`src/rtl/diff_engine.sv`:
```
// ----------------------------------------------------------------------------
// diff_engine
//   Third-order finite-difference polynomial generator. Each step folds every
//   difference column into the column above it (d0+=d1, d1+=d2, d2+=d3). Each
//   add uses the lower column's pre-step value. The value column d0 drives
//   the display multiplexer's binary input directly.
//
// Ports
//   clk            system clock, all state updates on posedge
//   rst_n          asynchronous active-low reset
//   load           1-cycle pulse: copy init0..init3 into d0..d3 (highest priority)
//   init0..init3   initial value, 1st, 2nd and constant 3rd difference
//   step           1-cycle pulse: advance one step (ignored while busy)
//   run            level: auto-step every RUN_DIV idle cycles
//   bin            current value column d0
//   busy           high while a step is in progress
//   ovf            sticky: a d0 result exceeded MAXVAL since the last load
//   count          completed steps since load, wraps 255->0
// ----------------------------------------------------------------------------
module diff_engine #(
    parameter int unsigned W       = 10,
    parameter int unsigned MAXVAL  = 999,
    parameter int unsigned RUN_DIV = 1000
) (
    input  logic         clk,
    input  logic         rst_n,
    input  logic         load,
    input  logic [W-1:0] init0,
    input  logic [W-1:0] init1,
    input  logic [W-1:0] init2,
    input  logic [W-1:0] init3,
    input  logic         step,
    input  logic         run,
    output logic [W-1:0] bin,
    output logic         busy,
    output logic         ovf,
    output logic [7:0]   count
);

    localparam int unsigned TW = $clog2(RUN_DIV);
    localparam int unsigned CW = 8;

    localparam logic [TW-1:0] TIMER_LAST = TW'(RUN_DIV - 1);
    localparam logic [W-1:0]  MAX_V      = W'(MAXVAL);

    localparam logic [1:0] IDLE = 2'd0;
    localparam logic [1:0] ADD0 = 2'd1;
    localparam logic [1:0] ADD1 = 2'd2;
    localparam logic [1:0] ADD2 = 2'd3;

    logic [1:0]    state_q, state_d;
    logic [W-1:0]  d0_q, d0_d;
    logic [W-1:0]  d1_q, d1_d;
    logic [W-1:0]  d2_q, d2_d;
    logic [W-1:0]  d3_q, d3_d;
    logic          ovf_q, ovf_d;
    logic [CW-1:0] count_q, count_d;
    logic [TW-1:0] timer_q, timer_d;

    logic          run_tick_c;
    logic          start_c;
    logic [W-1:0]  sum0_c;

    // Auto-step tick: timer only advances while idle with run high.
    assign run_tick_c = run && (state_q == IDLE) && (timer_q == TIMER_LAST);
    // A step pulse and a run tick in the same cycle merge into one start.
    assign start_c    = step || run_tick_c;
    // Truncated sum; ovf is judged on the W-bit result only.
    assign sum0_c     = d0_q + d1_q;

    // Next-state and column update logic.
    always_comb begin
        state_d = state_q;
        d0_d    = d0_q;
        d1_d    = d1_q;
        d2_d    = d2_q;
        d3_d    = d3_q;
        ovf_d   = ovf_q;
        count_d = count_q;
        timer_d = timer_q;

        if (load) begin
            state_d = IDLE;
            d0_d    = init0;
            d1_d    = init1;
            d2_d    = init2;
            d3_d    = init3;
            ovf_d   = 1'b0;
            count_d = '0;
            timer_d = '0;
        end else begin
            if (!run) begin
                timer_d = '0;
            end else if (state_q == IDLE) begin
                timer_d = run_tick_c ? '0 : timer_q + TW'(1);
            end

            case (state_q)
                IDLE: begin
                    if (start_c) begin
                        state_d = ADD0;
                    end
                end
                ADD0: begin
                    d0_d    = sum0_c;
                    ovf_d   = ovf_q | (sum0_c > MAX_V);
                    state_d = ADD1;
                end
                ADD1: begin
                    d1_d    = d1_q + d2_q;
                    state_d = ADD2;
                end
                ADD2: begin
                    d2_d    = d2_q + d3_q;
                    count_d = count_q + CW'(1);
                    state_d = IDLE;
                end
                default: begin
                    state_d = IDLE;
                end
            endcase
        end
    end

    // State and column registers.
    always_ff @(posedge clk or negedge rst_n) begin
        if (!rst_n) begin
            state_q <= IDLE;
            d0_q    <= '0;
            d1_q    <= '0;
            d2_q    <= '0;
            d3_q    <= '0;
            ovf_q   <= 1'b0;
            count_q <= '0;
            timer_q <= '0;
        end else begin
            state_q <= state_d;
            d0_q    <= d0_d;
            d1_q    <= d1_d;
            d2_q    <= d2_d;
            d3_q    <= d3_d;
            ovf_q   <= ovf_d;
            count_q <= count_d;
            timer_q <= timer_d;
        end
    end

    // bin is the d0 register itself; busy decodes the state register.
    assign bin   = d0_q;
    assign busy  = (state_q != IDLE);
    assign ovf   = ovf_q;
    assign count = count_q;

endmodule

```
`config.mk`:
```
export PLATFORM = sky130hd
export DESIGN_NAME = diff_engine
export DESIGN_NICKNAME = d
export VERILOG_FILES = /design/src/rtl/diff_engine.sv
export SDC_FILE = /design/constraint.sdc
export NUM_CORES = 1
export LEC_CHECK = 0
export CORE_MARGIN = 10
export CORE_UTILIZATION = 50
export CTS_BUF_LIST = sky130_fd_sc_hd__clkbuf_4 sky130_fd_sc_hd__clkbuf_8
export DETAILED_ROUTE_END_ITERATION = 10
export GPL_ROUTABILITY_DRIVEN = 0
export PLACE_DENSITY = 0.75
export SLEW_MARGIN = 0
export SYNTH_ARGS = -nofsm -noshare
export SYNTH_HDL_FRONTEND = slang
export SYNTH_SLANG_ARGS = --single-unit
```
`constraint.sdc`:
```
create_clock -name clk -period 6.05 [get_ports clk]
set_input_delay 0.605 -clock clk [delete_from_list [all_inputs] [get_ports clk]]
set_output_delay 0.605 -clock clk [all_outputs]
set_load 0.005 [all_outputs]
```
# After elaboration in Yosys (flattened, before gate mapping)
# Index checks and enable logic that the tools add are counted.
[totals]
latch_bits = 0
out_inout_bits = 20
inputBits = 45
romBits = 0
elab_cells = 46
ram_bits = 0
mem_count = 0
register_bits = 61
[classes]
bitwise = 1
multipliers = 0
add_sub_neg = 5
n_reduce_logical = 8
div_mod_pow = 0
eq_ne = 6
n_lt_le_gt_ge = 1
shift = 0
muxes = 17
[ops]
columns = ["op", "n"]
rows = [
  ["$mux W10", 10],
  ["$add A10 B10 Y10", 3],
  ["$mux W8", 2],
  ["$add A10 B1 Y10 const B", 1],
  ["$eq A10 B10 Y1 const B", 1],
  ["$gt A10 B10 Y1 const B", 1],
  ["$add A8 B1 Y8 const B", 1],
  ["$pmux W2 S4", 1],
  ["$reduce_bool A2 Y1", 4],
  ["$eq A2 B2 Y1 const B", 2],
  ["$mux W2", 2],
  ["$ne A3 B2 Y1 const B", 1],
  ["$ne A3 B3 Y1 const B", 1],
  ["$eq A2 B1 Y1 const B", 1],
  ["$logic_and A1 B1 Y1", 2],
  ["$logic_not A2 Y1", 1],
  ["$mux W1", 2],
  ["$logic_or A1 B1 Y1", 1],
  ["$or A1 B1 Y1", 1],
]

# Longest topological paths before layout
# Gate-level depths: netlist of the first run.
[depth]
ltp_word = 7
ltp_mapped = 9

# Least setup slack after synthesis of the first run
# OpenSTA, ideal clock, no wires.
[synth_timing]
path_type = "register to register"
start = "reg d0_q[0] (netlist: bin[0])"
end = "reg ovf_q (netlist: ovf)"
arrival_ns = 2.020
path_slack_ns = 3.930
path_stages_with_launch = 9
period_less_slack_ns = 2.120
setup_ns = 0.101
path_cell_list = "dfrtp_1 > ha_1 > fa_1 > a21oi_1 > o22ai_1 > o41ai_1 > xnor2_1 > nand3_1 > o32ai_1"
[synth_between]
elab_chain_cells = 5
[synth_lines]
columns = ["element", "line", "text"]
rows = [
  ["start, declared", "52", "logic [W-1:0] d0_q, d0_d;"],
  ["start signal, assigned", "129", "d0_q <= '0;"],
  ["start signal, assigned", "138", "d0_q <= d0_d;"],
  ["$add A10 B10 Y10", "69", "assign sum0_c = d0_q + d1_q;"],
  ["$gt A10 B10 Y1", "106", "ovf_d = ovf_q | (sum0_c > MAX_V);"],
  ["$or A1 B1 Y1", "106", ""],
  ["$mux W1", "98", "case (state_q)"],
  ["$mux W1", "82", "if (load) begin"],
  ["end signal, assigned", "142", "ovf_q <= ovf_d;"],
  ["end, declared", "56", "logic ovf_q, ovf_d;"],
]
# No other way between the ends. The select of a mux whose other input is x is not followed.
# A chain may end at the register's enable or synchronous reset.

# Final worst setup path of the first run
[layout_timing]
start = "in load"
end = "reg timer_q[7]"
[layout_between]
elab_chain_cells = 1
elab_cells_between_ends = 2
cone_classes = "1 x eq/ne; 1 x mux"
[layout_lines]
columns = ["element", "line", "text"]
rows = [
  ["start, declared", "27", "input logic load,"],
  ["$ne A3 B2 Y1 (no source line) or $mux W10 (tied branches)", "n/a", ""],
  ["end signal, assigned", "144", "timer_q <= timer_d;"],
  ["end, declared", "58", "logic [TW-1:0] timer_q, timer_d;"],
]
# Parallel ways exist; a longest one is shown, timed or not.

==> results of run 1 <==
## cells in the final DEF (no fill, tap or decap), types with 3 or more instances in the layout
| cell type | Yosys | final |
|---|---|---|
| a211oi_1 | 4 | 4 |
| clkbuf_8 | 0 | 10 |
| or3_1 | 6 | 6 |
| inv_1 | 24 | 24 |
| clkbuf_4 | 0 | 3 |
| o21bai_1 | 3 | 3 |
| dfrtp_1 | 61 | 61 |
| nand4_1 | 8 | 8 |
| ha_1 | 34 | 34 |
| and3_1 | 3 | 3 |
| o21ai_0 | 29 | 29 |
| clkdlybuf4s50_1 | 0 | 62 |
| a221o_1 | 3 | 3 |
| nand2_1 | 47 | 47 |
| nor2b_1 | 5 | 5 |
| xor2_1 | 10 | 10 |
| mux2_2 | 13 | 13 |
| o211ai_1 | 3 | 3 |
| fa_1 | 3 | 3 |
| a31oi_1 | 3 | 3 |
| a22oi_1 | 3 | 3 |
| a21oi_1 | 19 | 19 |
| xnor2_1 | 19 | 19 |
| nor2_1 | 36 | 36 |
| nor3_1 | 9 | 9 |
| nand3_1 | 20 | 20 |
| mux2i_1 | 23 | 23 |
| buf_4 | 0 | 3 |
| a21o_1 | 6 | 6 |
## worst max-delay path by stage
stage	start	slack, ns	depth (start not counted)	end
after global routing	load	3.15	8	timer_q[9]$_DFFE_PN0P_
after floorplan	bin[0]$_DFFE_PN0P_	3.93	8	ovf$_DFFE_PN0P_
after global placement	load	3.12	8	timer_q[7]$_DFFE_PN0P_
after detailed placement	load	3.06	8	timer_q[7]$_DFFE_PN0P_
after CTS	load	3.42	8	timer_q[7]$_DFFE_PN0P_
final	load	3.43	8	timer_q[7]$_DFFE_PN0P_
## synthesized netlist by cell type, drive strengths merged, types with 2 or more instances
| cell type | count | area (sq um) |
|---|---|---|
| a211oi | 5 | 42.5 |
| xor2 | 10 | 87.6 |
| a31o | 2 | 17.5 |
| nor3 | 9 | 45.0 |
| and3 | 3 | 18.8 |
| a221o | 3 | 30.0 |
| dfrtp | 61 | 1530 |
| nor2 | 36 | 135 |
| buf | 7 | 31.3 |
| o21bai | 3 | 22.5 |
| nand3 | 20 | 100 |
| mux2 | 14 | 161 |
| a21oi | 19 | 95.1 |
| nand2 | 47 | 176 |
| ha | 34 | 425 |
| a22o | 2 | 17.5 |
| mux2i | 23 | 230 |
| xnor2 | 19 | 166 |
| inv | 24 | 90.1 |
| clkbuf | 8 | 31.3 |
| nand3b | 2 | 15.0 |
| a31oi | 3 | 18.8 |
| nand4 | 8 | 50.1 |
| or3 | 6 | 37.5 |
| o21ai | 29 | 145 |
| a2111o | 2 | 22.5 |
| o211ai | 3 | 22.5 |
| nor2b | 5 | 31.3 |
| fa | 3 | 60.1 |
| nor4 | 2 | 12.5 |
| a21o | 6 | 45.0 |
| a22oi | 3 | 22.5 |
## logic make-up (layout without fill, tap and decap cells)
family,Yosys count,in the layout
adders and majority gates,37,37
muxes,37,37
and+or+nand+nor,144,144
buffers and inverters,39,107
DFF,61,61
xor gates and xnor gates,29,29
AOI/OAI and AO/OA,90,90
## cell type report
type / instances / area, sq um / share of cell area (%)
Inverter: 24 / 90.1 / 1.80
Timing Repair Buffer: 67 / 653 / 13.0
Multi-Input combinational cell: 337 / 2390 / 47.6
Clock buffer: 13 / 160 / 3.19
Sequential cell: 61 / 1530 / 30.4
Clock inverter: 3 / 68.8 / 1.37
Tap cell: 102 / 128 / 2.54
## through the flow
stage                     util (%)  hold WS, ns  power [mW]
after floorplan                  -        0.309        1.10
after global placement        61.3        0.503        1.30
after detailed placement      61.3        0.506        1.33
after CTS                     64.2        0.463        1.76
after global routing          64.2        0.503        1.88
final                         64.2        0.418        1.75
## where the power goes
group / leakage, nW / switching (mW) / internal, mW / total, mW
Clock: 0.118 / 0.163 / 0.258 / 0.421
Combinational: 1.30 / 0.413 / 0.377 / 0.789
Sequential: 0.769 / 0.0686 / 0.474 / 0.542
Total: 2.19 / 0.644 / 1.11 / 1.75
## worst max-delay path, delay by kind of cell
family / cells / cell delay, ns
buffers and inverters: 3 / 1.08
and+or+nand+nor: 4 / 1.06
AOI/OAI and AO/OA: 1 / 0.14
## sequential cells by signal, indices dropped and copies added (netlist names)
register and flops:
count 8, d2_q 10, ovf 1, d1_q 10
bin 10, state_q 2, d3_q 10, timer_q 10
## metal layers
| metal | track usage (%) | part of all wire [%] | vias up |
|---|---|---|---|
| met2 | 26.5 | 48 | 68 |
| met1 | 21.4 | 46 | 1605 |
| li1 | - | - | 1687 |
| met5 | 0 | 0 | - |
| met3 | 4.06 | 4.9 | 10 |
| met4 | 4.77 | 1.1 | 0 |
==> impl_results.md, run 1 <==
* CP cell instances: buf_2 > buf_4 > inv_1 > and3_1 > nor2_1 > nand3_1 > or3_1 > a21oi_1
* DRT iter0 DRCs at 139
* Grt ovf at 0
* RSZ-0062 raised after global routing: no
* Post-CTS Setup Bufs at 0
* Post-Syn Area at 4070 sq um
* Fin crit period at 2.62 ns
* Sequential share of the synthesized area at 37.5%
* Nets at 582
* Largest net degree at the start of global routing at 78
* Initial antenna violation count at 0
* Port bufs at 64
* Clock-pin slew on the worst setup and hold paths at 0.07 ns
* Async S/R FF share, synth at 100%
* CTS tree: built
* Mux cell area share after synthesis at 9.63%
* P_leak at 2.19 nW
* Adder-cell area share of the yosys netlist at 11.9%
* XOR/XNOR Fraction of Synth Area at 6.24%
* Simple-gate share of the synthesized area at 16.4%
* Dpl cells at 591
* Final Max Slew Viols at 0
* Combinational family with the most area after synthesis: simple AND/OR/NAND/NOR gates
* Setup TNS at 0 ns
* Root buf cell: clkbuf_8
* Global-route wire length before repair at 16.2 mm
* Maxcap violations at 0
* Synth Instances at 437
* Die Area at 12,100 sq um
* Post-synthesis to final-layout area growth at 23.3%
* Later-pin clock latency in the skew report at 0.34 ns
* Via count at 3,370
* Place WS at 3.06 ns
* Register-to-register setup slack at 3.60 ns
* Worst Setup Slack, final at 3.43 ns
* Post-Route WL at 9.61 mm
* Placed cell area at 4790 sq um
* FF+latch count, synth at 61
* Drt pass-1 iters at 4
* FF-to-FF Start: d1_q[0]$_DFFE_PN0P_
* Ant diodes at 0
* DP HPWL at 7.06 mm
* Setup crit end kind: flop
* Syn avg cell area at 9.31 sq um
* Ys Warns at 0
* Period utilisation layout at 43.2%
* Hold Path Class: in2async
* Number of global-route vias before repair at 3,381
* Crit path max-delay cell type: buf_4
* Final Hold Fails at 0
* Max clock buf depth at 2
* Post-DR wirelength/cell at 15.8 um
* Post-CTS Hold Buffers at 0
* Post-synth cell types at 52
* Relative slew slack at 47.4%
* Final instance area at 5010 sq um
* Layout fillers at 673
* Row count at 32
* Layout Skew at 0.00821 ns
* Largest fanout on the critical path at 77
* Syn Nets at 519
* Clock sinks at 61
* Final setup viols at 0
* Layout cells sized above 1 at 7.92%
* Core area at 7810 sq um
* FF-to-FF path depth at 8
* Die height at 110 um
* VDD IR max at 231 uV
* Worst EP required at 6.32 ns
* Worst slew pin tran at 0.789 ns
* Starting density of the core at 52.1%
* WS Path Type: in2reg
* TritonCTS buffer count at 9
* Via/cell ratio at 5.55
* Remaining antenna violation count at 0
* Dominant synthesized flop cell: dfrtp_1
* Peak Freq at 0.382 GHz
* IO Pins at 65
* Non-Filler Instances at 607
* Clock H-tree levels at 3
* Die extent in x at 110 um
* Cts repair resizes at 0
* Crit-path max cell delay at 0.58 ns
* Startpoint type of the worst setup path: input pin
* Status: complete, no violations
* Fraction of the mapped netlist area in compound gates at 14.5%
* # DRC at 0
* Total power per unit cell area at 350 nW/um^2
* Post-synth EDFFs at 0
* Gr usage total at 16.4%
* Reg2Reg Capture Point: ovf$_DFFE_PN0P_
* Crit path DAT at 2.89 ns
Power figures use the tool's default switching activity.
==> inputs of run 2 (changes only) <==
--- a/config.mk
+++ b/config.mk
@@ -10,7 +10,7 @@
 export CTS_BUF_LIST = sky130_fd_sc_hd__clkbuf_4 sky130_fd_sc_hd__clkbuf_8
 export DETAILED_ROUTE_END_ITERATION = 10
 export GPL_ROUTABILITY_DRIVEN = 0
-export PLACE_DENSITY = 0.75
+export PLACE_DENSITY = 0.78
 export SLEW_MARGIN = 0
 export SYNTH_ARGS = -nofsm -noshare
 export SYNTH_HDL_FRONTEND = slang
==> constraint.sdc (replaced) <==
create_clock -name clk -period 2.4 [get_ports clk]
set_input_delay 0.24 -clock clk [delete_from_list [all_inputs] [get_ports clk]]
set_output_delay 0.24 -clock clk [all_outputs]
set_load 0.005 [all_outputs]
==> impl_results.md, run 2 (synthesis gave the netlist of run 1 again) <==
* Drt pass-1 iters at 5
* Final Max Slew Viols at 0
* Clock-pin slew on the worst setup and hold paths at 0.07 ns
* CP cell instances: ha_4 > fa_2 > a21oi_4 > o22ai_4 > o41ai_4 > xnor2_1 > nand3_1 > o32ai_2
* DP HPWL at 7.52 mm
* Crit path DAT at 2.61 ns
* Setup crit end kind: flop
* Total power per unit cell area at 891 nW/um^2
* Global-route wire length before repair at 16.6 mm
* Fin util at 66.0%
* Clock H-tree levels at 3
* P_leak at 2.24 nW
* Maxcap violations at 0
* Hold Path Class: in2async
* Row count at 32
* Period utilisation layout at 98.4%
* RSZ-0062 raised after global routing: yes
* Commonest non-fill, non-tap cell in the layout: clkdlybuf4s50_1
* Root buf cell: clkbuf_8
* Final Hold Fails at 0
* Placed cell area at 4830 sq um
* Post-synthesis to final-layout area growth at 26.6%
* Post-DR wirelength/cell at 16.8 um
* Ant diodes at 0
* Post-Route WL at 10.3 mm
* Crit-path max cell delay at 0.43 ns
* Grt ovf at 0
* Peak Freq at 0.424 GHz
* Clock sinks at 61
* Commonest non-fill, non-tap cells in the layout: clkdlybuf4s50_1, dfrtp_1, nand2_1, nor2_1, ha_1
* Pint at 2.84 mW
* CTS tree: built
* Layout cells sized above 1 at 10.2%
* Starting density of the core at 52.1%
* Via count at 3,493
* Crit path max-delay cell type: dfrtp_1
* Sequential share of power at 29.9%
* Worst slew pin tran at 0.686 ns
* Core area at 7810 sq um
* Startpoint type of the worst setup path: flop
* Largest net degree at the start of global routing at 61
* DRT iter0 DRCs at 226
* Fin crit period at 2.36 ns
* IO Pins at 65
* Clk pwr share at 22.4%
* WS Path Type: reg2reg
* Layout Skew at 0.0101 ns
* Worst Setup Slack, final at 0.0393 ns
* Worst EP required at 2.65 ns
* Number of global-route vias before repair at 3,436
* Comb pwr share at 47.7%
* Final instance area at 5150 sq um
* Die extent in x at 110 um
* Register-to-register setup slack at 0.04 ns
* Final setup viols at 0
* Gr usage total at 17.1%
* TritonCTS buffer count at 9
* Setup TNS at 0 ns
* Die height at 110 um
* # DRC at 0
* Remaining antenna violation count at 0
* Later-pin clock latency in the skew report at 0.35 ns
* Largest fanout on the critical path at 3
* Relative slew slack at 54.2%
* Initial antenna violation count at 0
* VDD IR max at 349 uV
* Sw frac at 38.1%
* Via/cell ratio at 5.69
* Nets at 590
* Place WS at -0.0621 ns
* Status: complete, no violations
* Die Area at 12,100 sq um
* Port bufs at 64
* Max clock buf depth at 2
* Psw at 1.75 mW
## run 2: stage by stage
stage	power (mW)	hold slack [ns]	std cells
CTS	4.46	0.293	611
global route	4.91	0.306	614
detailed placement	3.40	0.129	595
floorplan	2.78	-0.0556	437
global placement	3.31	0.120	595
finish	4.59	0.299	614
## run 2: per-layer routing
layer / up-vias / wire (um) / track usage (%)
met3: 17 / 618 / 5.57
met5: - / 0 / 0
met1: 1667 / 4490 / 22.0
li1: 1707 / - / -
met4: 0 / 184 / 4.59
met2: 102 / 4990 / 27.3
## run 2: cell type report
class	count	area, sq um
Inverter	24	90.1
Clock buffer	10	138
Clock inverter	5	85.1
Tap cell	102	128
Multi-Input combinational cell	337	2450
Fill cell	636	2660
Sequential cell	61	1530
Timing Repair Buffer	75	728
## run 2: power by group through the flow
stage               Combinational [mW]  Sequential (mW)  Clock [mW]
global route                      2.41             1.39        1.11
floorplan                         1.44             1.34           0
CTS                               2.04             1.37        1.05
global placement                  1.93             1.38           0
finish                            2.19             1.37        1.03
detailed placement                2.01             1.38           0
## run 2: critical path, delay by kind of cell, from the launching register on
kind	cells	cell delay [ns]
AO/OA/AOI/OAI	4	0.92
adder cells (fa/ha/maj)	2	0.62
flip-flops	1	0.43
AND/OR/NAND/NOR	1	0.11
XOR/XNOR	1	0.18
## run 2: timing repair
item                                   in CTS  in global routing
pin swaps                                   0                  6
resized for setup                           1                  9
hold buffers                                1                  0
setup endpoints to repair                   1                  2
setup buffers                               0                  3
endpoints found under the hold margin       8                  0
## run 2: worst paths after layout
check / to / from / cells past startpoint
worst max-delay path: ovf$_DFFE_PN0P_ / d1_q[0]$_DFFE_PN0P_ / 8
worst min-delay path: bin[6]$_DFFE_PN0P_ / rst_n / 2
worst max register to register: ovf$_DFFE_PN0P_ / d1_q[0]$_DFFE_PN0P_ / 8
worst min register to register: d3_q[7]$_DFFE_PN0P_ / d3_q[7]$_DFFE_PN0P_ / 1
max in group asynchronous: d3_q[6]$_DFFE_PN0P_ / rst_n / 3
min in group clk: timer_q[8]$_DFFE_PN0P_ / load / 3
